<file path="src/rtl/riscv_pkg.sv">
`default_nettype none
// +----------------------------------------------------------------------------+
// | Module   : riscv_pkg                                                       |
// | Brief    : Shared core types plus fetch-queue entry type and helpers.      |
// | Revision : 1.0                                                             |
// +----------------------------------------------------------------------------+
package riscv_pkg;

  localparam int XLEN            = 32;
  localparam int IMEM_WORD_BYTES = 4;

  typedef logic [XLEN-1:0] xlen_t;

  typedef struct packed {
    xlen_t       pc;
    logic [31:0] instr;
  } if_id_t;

  typedef struct packed {
    xlen_t       pc;
    logic [31:0] instr;
  } fetch_entry_t;

  function automatic logic [31:0] sat_add32(input logic [31:0] a, input logic [31:0] b);
    logic [32:0] sum;
    sum = {1'b0, a} + {1'b0, b};
    return sum[32] ? 32'hFFFF_FFFF : sum[31:0];
  endfunction

endpackage
`default_nettype wire

</file>
<file path="src/rtl/fetch_fifo.sv">
`default_nettype none
// +----------------------------------------------------------------------------+
// | Module   : fetch_fifo                                                      |
// | Brief    : Synchronous FIFO of type T with flush, full/empty and count.    |
// | Revision : 1.0                                                             |
// +----------------------------------------------------------------------------+
module fetch_fifo #(
  parameter int  DEPTH = 4,
  parameter type T     = logic [31:0],
  parameter int  CNT_W = $clog2(DEPTH + 1)
) (
  input  logic             clk,
  input  logic             rst_n,
  input  logic             i_flush,
  input  logic             i_push,
  input  T                 i_push_data,
  input  logic             i_pop,
  output T                 o_pop_data,
  output logic             o_full,
  output logic             o_empty,
  output logic [CNT_W-1:0] o_count
);

  localparam int               c_ptr_w = (DEPTH > 1) ? $clog2(DEPTH) : 1;
  localparam logic [c_ptr_w-1:0] c_last  = c_ptr_w'(DEPTH - 1);
  localparam logic [CNT_W-1:0]   c_depth = CNT_W'(DEPTH);

  T                   r_mem [DEPTH];
  logic [c_ptr_w-1:0] r_rd_ptr;
  logic [c_ptr_w-1:0] r_wr_ptr;
  logic [CNT_W-1:0]   r_count;
  logic               w_do_push;
  logic               w_do_pop;

  assign o_empty    = (r_count == '0);
  assign o_full     = (r_count == c_depth);
  assign o_count    = r_count;
  assign o_pop_data = r_mem[r_rd_ptr];

  // A full FIFO may still accept a push when the head leaves in the same cycle.
  assign w_do_pop  = i_pop && !o_empty;
  assign w_do_push = i_push && (!o_full || w_do_pop);

  always_ff @(posedge clk or negedge rst_n) begin
    if (!rst_n) begin
      r_rd_ptr <= '0;
      r_wr_ptr <= '0;
      r_count  <= '0;
      for (int i = 0; i < DEPTH; i++) begin
        r_mem[i] <= '0;
      end
    end else if (i_flush) begin
      r_rd_ptr <= '0;
      r_wr_ptr <= '0;
      r_count  <= '0;
    end else begin
      if (w_do_push) begin
        r_mem[r_wr_ptr] <= i_push_data;
        r_wr_ptr        <= (r_wr_ptr == c_last) ? '0 : r_wr_ptr + c_ptr_w'(1);
      end
      if (w_do_pop) begin
        r_rd_ptr <= (r_rd_ptr == c_last) ? '0 : r_rd_ptr + c_ptr_w'(1);
      end
      r_count <= r_count + CNT_W'(w_do_push) - CNT_W'(w_do_pop);
    end
  end

endmodule
`default_nettype wire

</file>
<file path="src/rtl/if_prefetch_stage.sv">
`default_nettype none
// +----------------------------------------------------------------------------+
// | Module   : if_prefetch_stage                                               |
// | Brief    : Fetch stage with prefetch queue; optional perf counters under   |
// |            IF_PERF_CNT_EN.                                                 |
// | Revision : 1.0                                                             |
// +----------------------------------------------------------------------------+
module if_prefetch_stage
  import riscv_pkg::*;
#(
  parameter xlen_t RESET_PC        = 32'h0000_0000,
  parameter int    DEPTH           = 4,
  parameter int    MAX_OUTSTANDING = 2
) (
  input  logic                       clk,
  input  logic                       rst_n,
  input  logic                       redirect_valid,
  input  logic [XLEN-1:0]            redirect_pc,
  output logic                       imem_req,
  output logic [XLEN-1:0]            imem_addr,
  input  logic                       imem_gnt,
  input  logic                       imem_rvalid,
  input  logic [31:0]                imem_rdata,
  output logic                       id_valid,
  input  logic                       id_ready,
  output logic [$bits(if_id_t)-1:0]  id_data
`ifdef IF_PERF_CNT_EN
  ,
  output logic [31:0]                perf_fetch_cnt,
  output logic [31:0]                perf_drop_cnt
`endif
);

  localparam int                 c_inf_w   = $clog2(MAX_OUTSTANDING + 1);
  localparam int                 c_cnt_w   = $clog2(DEPTH + 1);
  localparam logic [c_inf_w-1:0] c_max_out = c_inf_w'(MAX_OUTSTANDING);

  xlen_t              r_pc;
  logic [c_inf_w-1:0] r_inflight;
  logic [c_inf_w-1:0] r_discard;

  logic [c_inf_w-1:0] w_live;
  logic [31:0]        w_used;
  logic               w_grant;
  logic               w_rsp;
  logic               w_keep;
  logic               w_drop;
  logic               w_pop;
  xlen_t              w_redirect_pc;
  fetch_entry_t       w_push_entry;
  fetch_entry_t       w_head;
  logic               w_fifo_full;
  logic               w_fifo_empty;
  logic [c_cnt_w-1:0] w_fifo_count;
  xlen_t              w_pcq_head;
  logic               w_pcq_full;
  logic               w_pcq_empty;
  logic [c_inf_w-1:0] w_pcq_count;
  logic               w_unused;

  assign w_unused      = ^{redirect_pc[1:0], r_pc[1:0]};
  assign w_redirect_pc = {redirect_pc[XLEN-1:2], 2'b00};
  assign imem_addr     = {r_pc[XLEN-1:2], 2'b00};

  // Requests still owed to the FIFO each reserve a slot, so a push never overflows.
  assign w_live   = r_inflight - r_discard;
  assign w_used   = 32'(w_live) + 32'(w_fifo_count);
  assign imem_req = rst_n && !redirect_valid && (r_inflight < c_max_out) && (w_used < 32'(DEPTH));

  assign w_grant = imem_req && imem_gnt;
  assign w_rsp   = imem_rvalid && (r_inflight != '0);
  assign w_keep  = w_rsp && (r_discard == '0) && !redirect_valid;
  assign w_drop  = w_rsp && !w_keep;

  assign id_valid = !w_fifo_empty && !redirect_valid;
  assign w_pop    = id_valid && id_ready;
  assign id_data  = w_head;

  assign w_push_entry = {w_pcq_head, imem_rdata};

  always_ff @(posedge clk or negedge rst_n) begin
    if (!rst_n) begin
      r_pc       <= RESET_PC;
      r_inflight <= '0;
      r_discard  <= '0;
    end else if (redirect_valid) begin
      // Every request still in flight belongs to the abandoned path.
      r_pc       <= w_redirect_pc;
      r_inflight <= r_inflight - c_inf_w'(w_rsp);
      r_discard  <= r_inflight - c_inf_w'(w_rsp);
    end else begin
      if (w_grant) begin
        r_pc <= r_pc + xlen_t'(IMEM_WORD_BYTES);
      end
      r_inflight <= r_inflight + c_inf_w'(w_grant) - c_inf_w'(w_rsp);
      if (w_drop) begin
        r_discard <= r_discard - c_inf_w'(1);
      end
    end
  end

  fetch_fifo #(
    .DEPTH (DEPTH),
    .T     (fetch_entry_t)
  ) u_entry_fifo (
    .clk         (clk),
    .rst_n       (rst_n),
    .i_flush     (redirect_valid),
    .i_push      (w_keep),
    .i_push_data (w_push_entry),
    .i_pop       (w_pop),
    .o_pop_data  (w_head),
    .o_full      (w_fifo_full),
    .o_empty     (w_fifo_empty),
    .o_count     (w_fifo_count)
  );

  // Addresses of live requests only; discarded responses never consume a tag.
  fetch_fifo #(
    .DEPTH (MAX_OUTSTANDING),
    .T     (xlen_t)
  ) u_pc_queue (
    .clk         (clk),
    .rst_n       (rst_n),
    .i_flush     (redirect_valid),
    .i_push      (w_grant),
    .i_push_data (imem_addr),
    .i_pop       (w_keep),
    .o_pop_data  (w_pcq_head),
    .o_full      (w_pcq_full),
    .o_empty     (w_pcq_empty),
    .o_count     (w_pcq_count)
  );

`ifdef IF_PERF_CNT_EN
  logic [31:0] r_fetch_cnt;
  logic [31:0] r_drop_cnt;
  logic [31:0] w_drop_inc;

  assign w_drop_inc = (redirect_valid ? 32'(w_fifo_count) : 32'd0) + 32'(w_drop);

  always_ff @(posedge clk or negedge rst_n) begin
    if (!rst_n) begin
      r_fetch_cnt <= '0;
      r_drop_cnt  <= '0;
    end else begin
      r_fetch_cnt <= sat_add32(r_fetch_cnt, 32'(w_pop));
      r_drop_cnt  <= sat_add32(r_drop_cnt, w_drop_inc);
    end
  end

  assign perf_fetch_cnt = r_fetch_cnt;
  assign perf_drop_cnt  = r_drop_cnt;
`endif

  a_rvalid_without_request: assert property (@(posedge clk) disable iff (!rst_n)
    !(imem_rvalid && (r_inflight == '0)));
  a_pcq_no_overflow: assert property (@(posedge clk) disable iff (!rst_n)
    !(w_grant && w_pcq_full));
  a_pcq_tag_present: assert property (@(posedge clk) disable iff (!rst_n)
    !(w_keep && w_pcq_empty));
  a_pcq_tracks_live: assert property (@(posedge clk) disable iff (!rst_n)
    w_pcq_count == w_live);
  a_fifo_no_overflow: assert property (@(posedge clk) disable iff (!rst_n)
    !(w_keep && w_fifo_full && !w_pop));

endmodule
`default_nettype wire

</file>
<file path="config.mk">
export PLATFORM = sky130hd
export DESIGN_NAME = if_prefetch_stage
export DESIGN_NICKNAME = d
export VERILOG_FILES = /design/src/rtl/riscv_pkg.sv /design/src/rtl/fetch_fifo.sv /design/src/rtl/if_prefetch_stage.sv
export SDC_FILE = /design/constraint.sdc
export NUM_CORES = 1
export LEC_CHECK = 0
export ABC_AREA = 1
export CORE_UTILIZATION = 54
export CTS_BUF_LIST = sky130_fd_sc_hd__clkbuf_8
export DETAILED_ROUTE_END_ITERATION = 8
export GPL_TIMING_DRIVEN = 0
export PLACE_DENSITY = 0.79
export SLEW_MARGIN = 20
export SYNTH_ARGS = -nofsm -noshare
export SYNTH_HDL_FRONTEND = slang
export SYNTH_SLANG_ARGS = --single-unit
</file>
<file path="constraint.sdc">
create_clock -name clk -period 2.69 [get_ports clk]
set_input_delay 0.4035 -clock clk [delete_from_list [all_inputs] [get_ports clk]]
set_output_delay 0.4035 -clock clk [all_outputs]
set_load 0.03 [all_outputs]
</file>
==> metrics.cfg, run 1 <==
[floorplanning]
fp.dieH_um = 182
core-area_um2 = 31600
io_pins = 168
num_rows = 65
die-area_um2 = 33000
fp.dieW_um = 182
initial_utilization = 0.551

[synthesis]
synth_edf_count = 0
synth_simple_gate_area_share = 0.282
syn_inst = 2162
seq_area_frac_synth = 0.506
ys_types = 33
synth_top_family_by_area = simple AND/OR/NAND/NOR gates
synthMuxAreaShare = 0.0194
synth_xor_area_frac = 0.00703
ys_ff_latch = 353
synth_warnings = 0
synth_top_area_cell = dfrtp_1
synthAdderAreaFrac = 0.0119
synth_area_um2 = 17400
synth_compound_area_frac = 0.101
ys_top_cells_by_area = dfrtp_1 (51%), nand2_1 (15%), nand4_1 (6.5%)
ys_async_sr_fraction = 1.00
synth_top_flop_cell = dfrtp_1
netlist.area_leader.share = 0.506
syn_avg_cell_area_um2 = 8.07

[critical_path]
cp-startpoint = r_inflight[0]$_DFF_PN0_
reg2reg_to = r_inflight[1]$_DFF_PN0_
r2r_start = r_inflight[0]$_DFF_PN0_
critPathKind = reg2reg
arrival_ps = 3210
cp-end-kind = flop
rrSetupSlack_ps = -50
setup.worst_path.start_class = flop
crit_path_max_fanout = 7
worstRegToRegCells = 18
crit_required_ps = 3160
crit_path_end = r_inflight[1]$_DFF_PN0_

[clocking]
cts_num_sinks = 353
clkTransAtPathRegs_ps = 60
worstSkewPairLatency_ps = 610
cts_buffers = 59
htreeDepth = 2
cts_buffer_depth = 3
cts_tree = yes
clockRootBuffer = clkbuf_8

[finish]
drive_gt1_frac = 0.143
nets = 2485
final_util = 0.666
nFillCells = 2582
diodes = 0
area_growth_syn_to_layout_pct = 20.8
stdcell_count = 2850
final_area_um2 = 21100

[detailed_routing]
initialDrtViolationCount = 1565
viasPerCell = 5.82
routed_wl_um = 52300
ant_nets = 0
wire_per_inst_um = 18.3
dr.pass1.iters = 5
drc_errors = 0
vias = 16600

[grt]
grt_pass1_wl_um = 84000
grt_pass1_vias = 16500
antenna_found_initial = 0
grt_usage = 0.320
grt_max_degree = 96
grt_overflow = 0

[power_and_ir_drop]
ir_worst_vdd_mv = 0.499
powerDensity_nw_per_um2 = 1020
cellLeakagePower_nw = 10.8
power.total_mw = 21.4

[sta]
fin_worst_skew_ps = 32.9
setup_slack_ps = -51.4
setup_viol = 1
fin_crit_sh = 1.02
layout_min_cycle_time_ps = 2740
worst_pin_slew_ps = 787
rsz0062_at_grt = yes
maxSlewHeadroom = 0.475
hold_viol = 0
max_freq_mhz = 365
maxSlewViolCount = 0

[placement]
dp.cells = 2732
gp_congestion = 1.05
port_buffers = 161
hpwl_um = 35800
placed_cell_area_um2 = 19700

[run]
drv_cap = 0

[status]
violations = negative setup slack
outcome = finished, violations left

[worst_hold_path]
hold_path.class = in2async

## worst max-delay path: stages, from the launching register on
cell and delay [ps]:
dfrtp_1 390, inv_2 90, ha_4 140, xnor2_2 100
xor2_1 150, inv_1 90, ha_4 220, nand3_2 60
nand2_2 60, nor2_4 130, nand2_4 120, buf_6 150
ha_4 250, inv_2 40, ha_4 150, xor2_2 150
or2_4 230, nand3_2 50, nand2_1 60
## through the flow
step                setup TNS [ps]  setup WS, ps  hold WS, ps
global placement          -6016600        -13940          448
global route                  -238          -183          227
floorplan                     -184          -184          108
finish                       -51.4         -51.4          224
detailed placement          -18380          -502          249
CTS                          -56.4         -53.3          202
## cell type report
class,count,area (um^2),area share
timing repair buffer,174,1580,0.0748
clock buffer,77,1060,0.0503
multi-input combinational,1545,7530,0.357
clock inverter,33,200,0.00950
buffer,166,988,0.0469
sequential,353,8830,0.419
tap,402,503,0.0239
inverter,100,383,0.0182
## sequential cells by signal, indices dropped and copies added, names as in the netlist
register               count
u_pc_queue.r_mem          60
u_pc_queue.r_rd_ptr        1
u_entry_fifo.r_rd_ptr      2
u_pc_queue.o_count         2
u_entry_fifo.r_mem       248
u_pc_queue.r_wr_ptr        1
r_pc                      30
r_discard                  2
u_entry_fifo.r_wr_ptr      2
u_entry_fifo.o_count       3
r_inflight                 2
## synthesized netlist by cell type, types with 15 or more instances
cell / number
nand2_1: 713
dfrtp_1: 353
nand4_1: 181
nor2_1: 180
o21ai_0: 172
inv_1: 97
o21ai_1: 92
clkbuf_1: 79
o22ai_1: 62
nand3_1: 58
buf_2: 49
buf_4: 25
mux2_2: 17
ha_1: 15
## placed cells by master (no fill, tap or decap), types with 11 or more instances in the layout
cell             instances
clkbuf_2                40
nand3_1                 56
o21ai_0                172
nand4_1                181
dfrtp_1                353
o22ai_1                 53
nand2_1                711
clkbuf_4                16
inv_1                  113
buf_4                   46
o21ai_1                 92
buf_6                   14
mux2_2                  17
mux2_1                  13
ha_1                    11
clkbuf_1                40
buf_2                   69
clkbuf_8                79
nor2_1                 179
clkdlybuf4s50_1         96
## timing repair
action                                  4_1_cts  5_1_grt
endpoints found under the setup margin       67       55
resized for setup                           291       81
buffers inserted                              4        3
pin swaps                                     5        5
hold buffers                                  2        0
hold endpoints to repair                    160        0
## how the worst min path moves through the flow
stage	endpoint	slack [ps]	cells past startpoint
global route	u_entry_fifo.r_mem[13]$_DFFE_PN0P_	230	2
CTS	u_entry_fifo.r_mem[14]$_DFFE_PN0P_	200	2
finish	u_entry_fifo.r_mem[14]$_DFFE_PN0P_	220	2
detailed placement	u_entry_fifo.r_mem[13]$_DFFE_PN0P_	250	1
global placement	u_pc_queue.r_mem[61]$_DFFE_PN0P_	450	2
floorplan	r_discard[0]$_DFFE_PN0P_	110	0
## report_power, final
part	switching [mW]	internal, mW
clock	2.18	2.75
combinational	5.94	2.93
sequential	0.926	6.69
## routing by layer
metal / vias up / wire (um) / GRT usage
met5: - / 0 / 0
met4: 0 / 2110 / 0.141
met3: 138 / 4440 / 0.0495
met2: 835 / 25100 / 0.544
met1: 7952 / 20600 / 0.405
li1: 7664 / - / -
## cells by family (layout without fill, tap and decap cells)
family / Yosys count / in the layout
multiplexers: 30 / 30
AO/OA/AOI/OAI: 334 / 334
adder cells (fa/ha/maj): 16 / 16
AND/OR/NAND/NOR: 1147 / 1147
flip-flops: 353 / 353
other: 1 / 4
XOR/XNOR: 14 / 14
buffers and inverters: 267 / 550
No activity file was read; power rests on OpenSTA's default activity.
==> run 2: changes to the inputs <==
- CAP_MARGIN: default -> 20
==> results of run 2 <==
The final DEF is identical to that of run 1; final timing and power are the same.
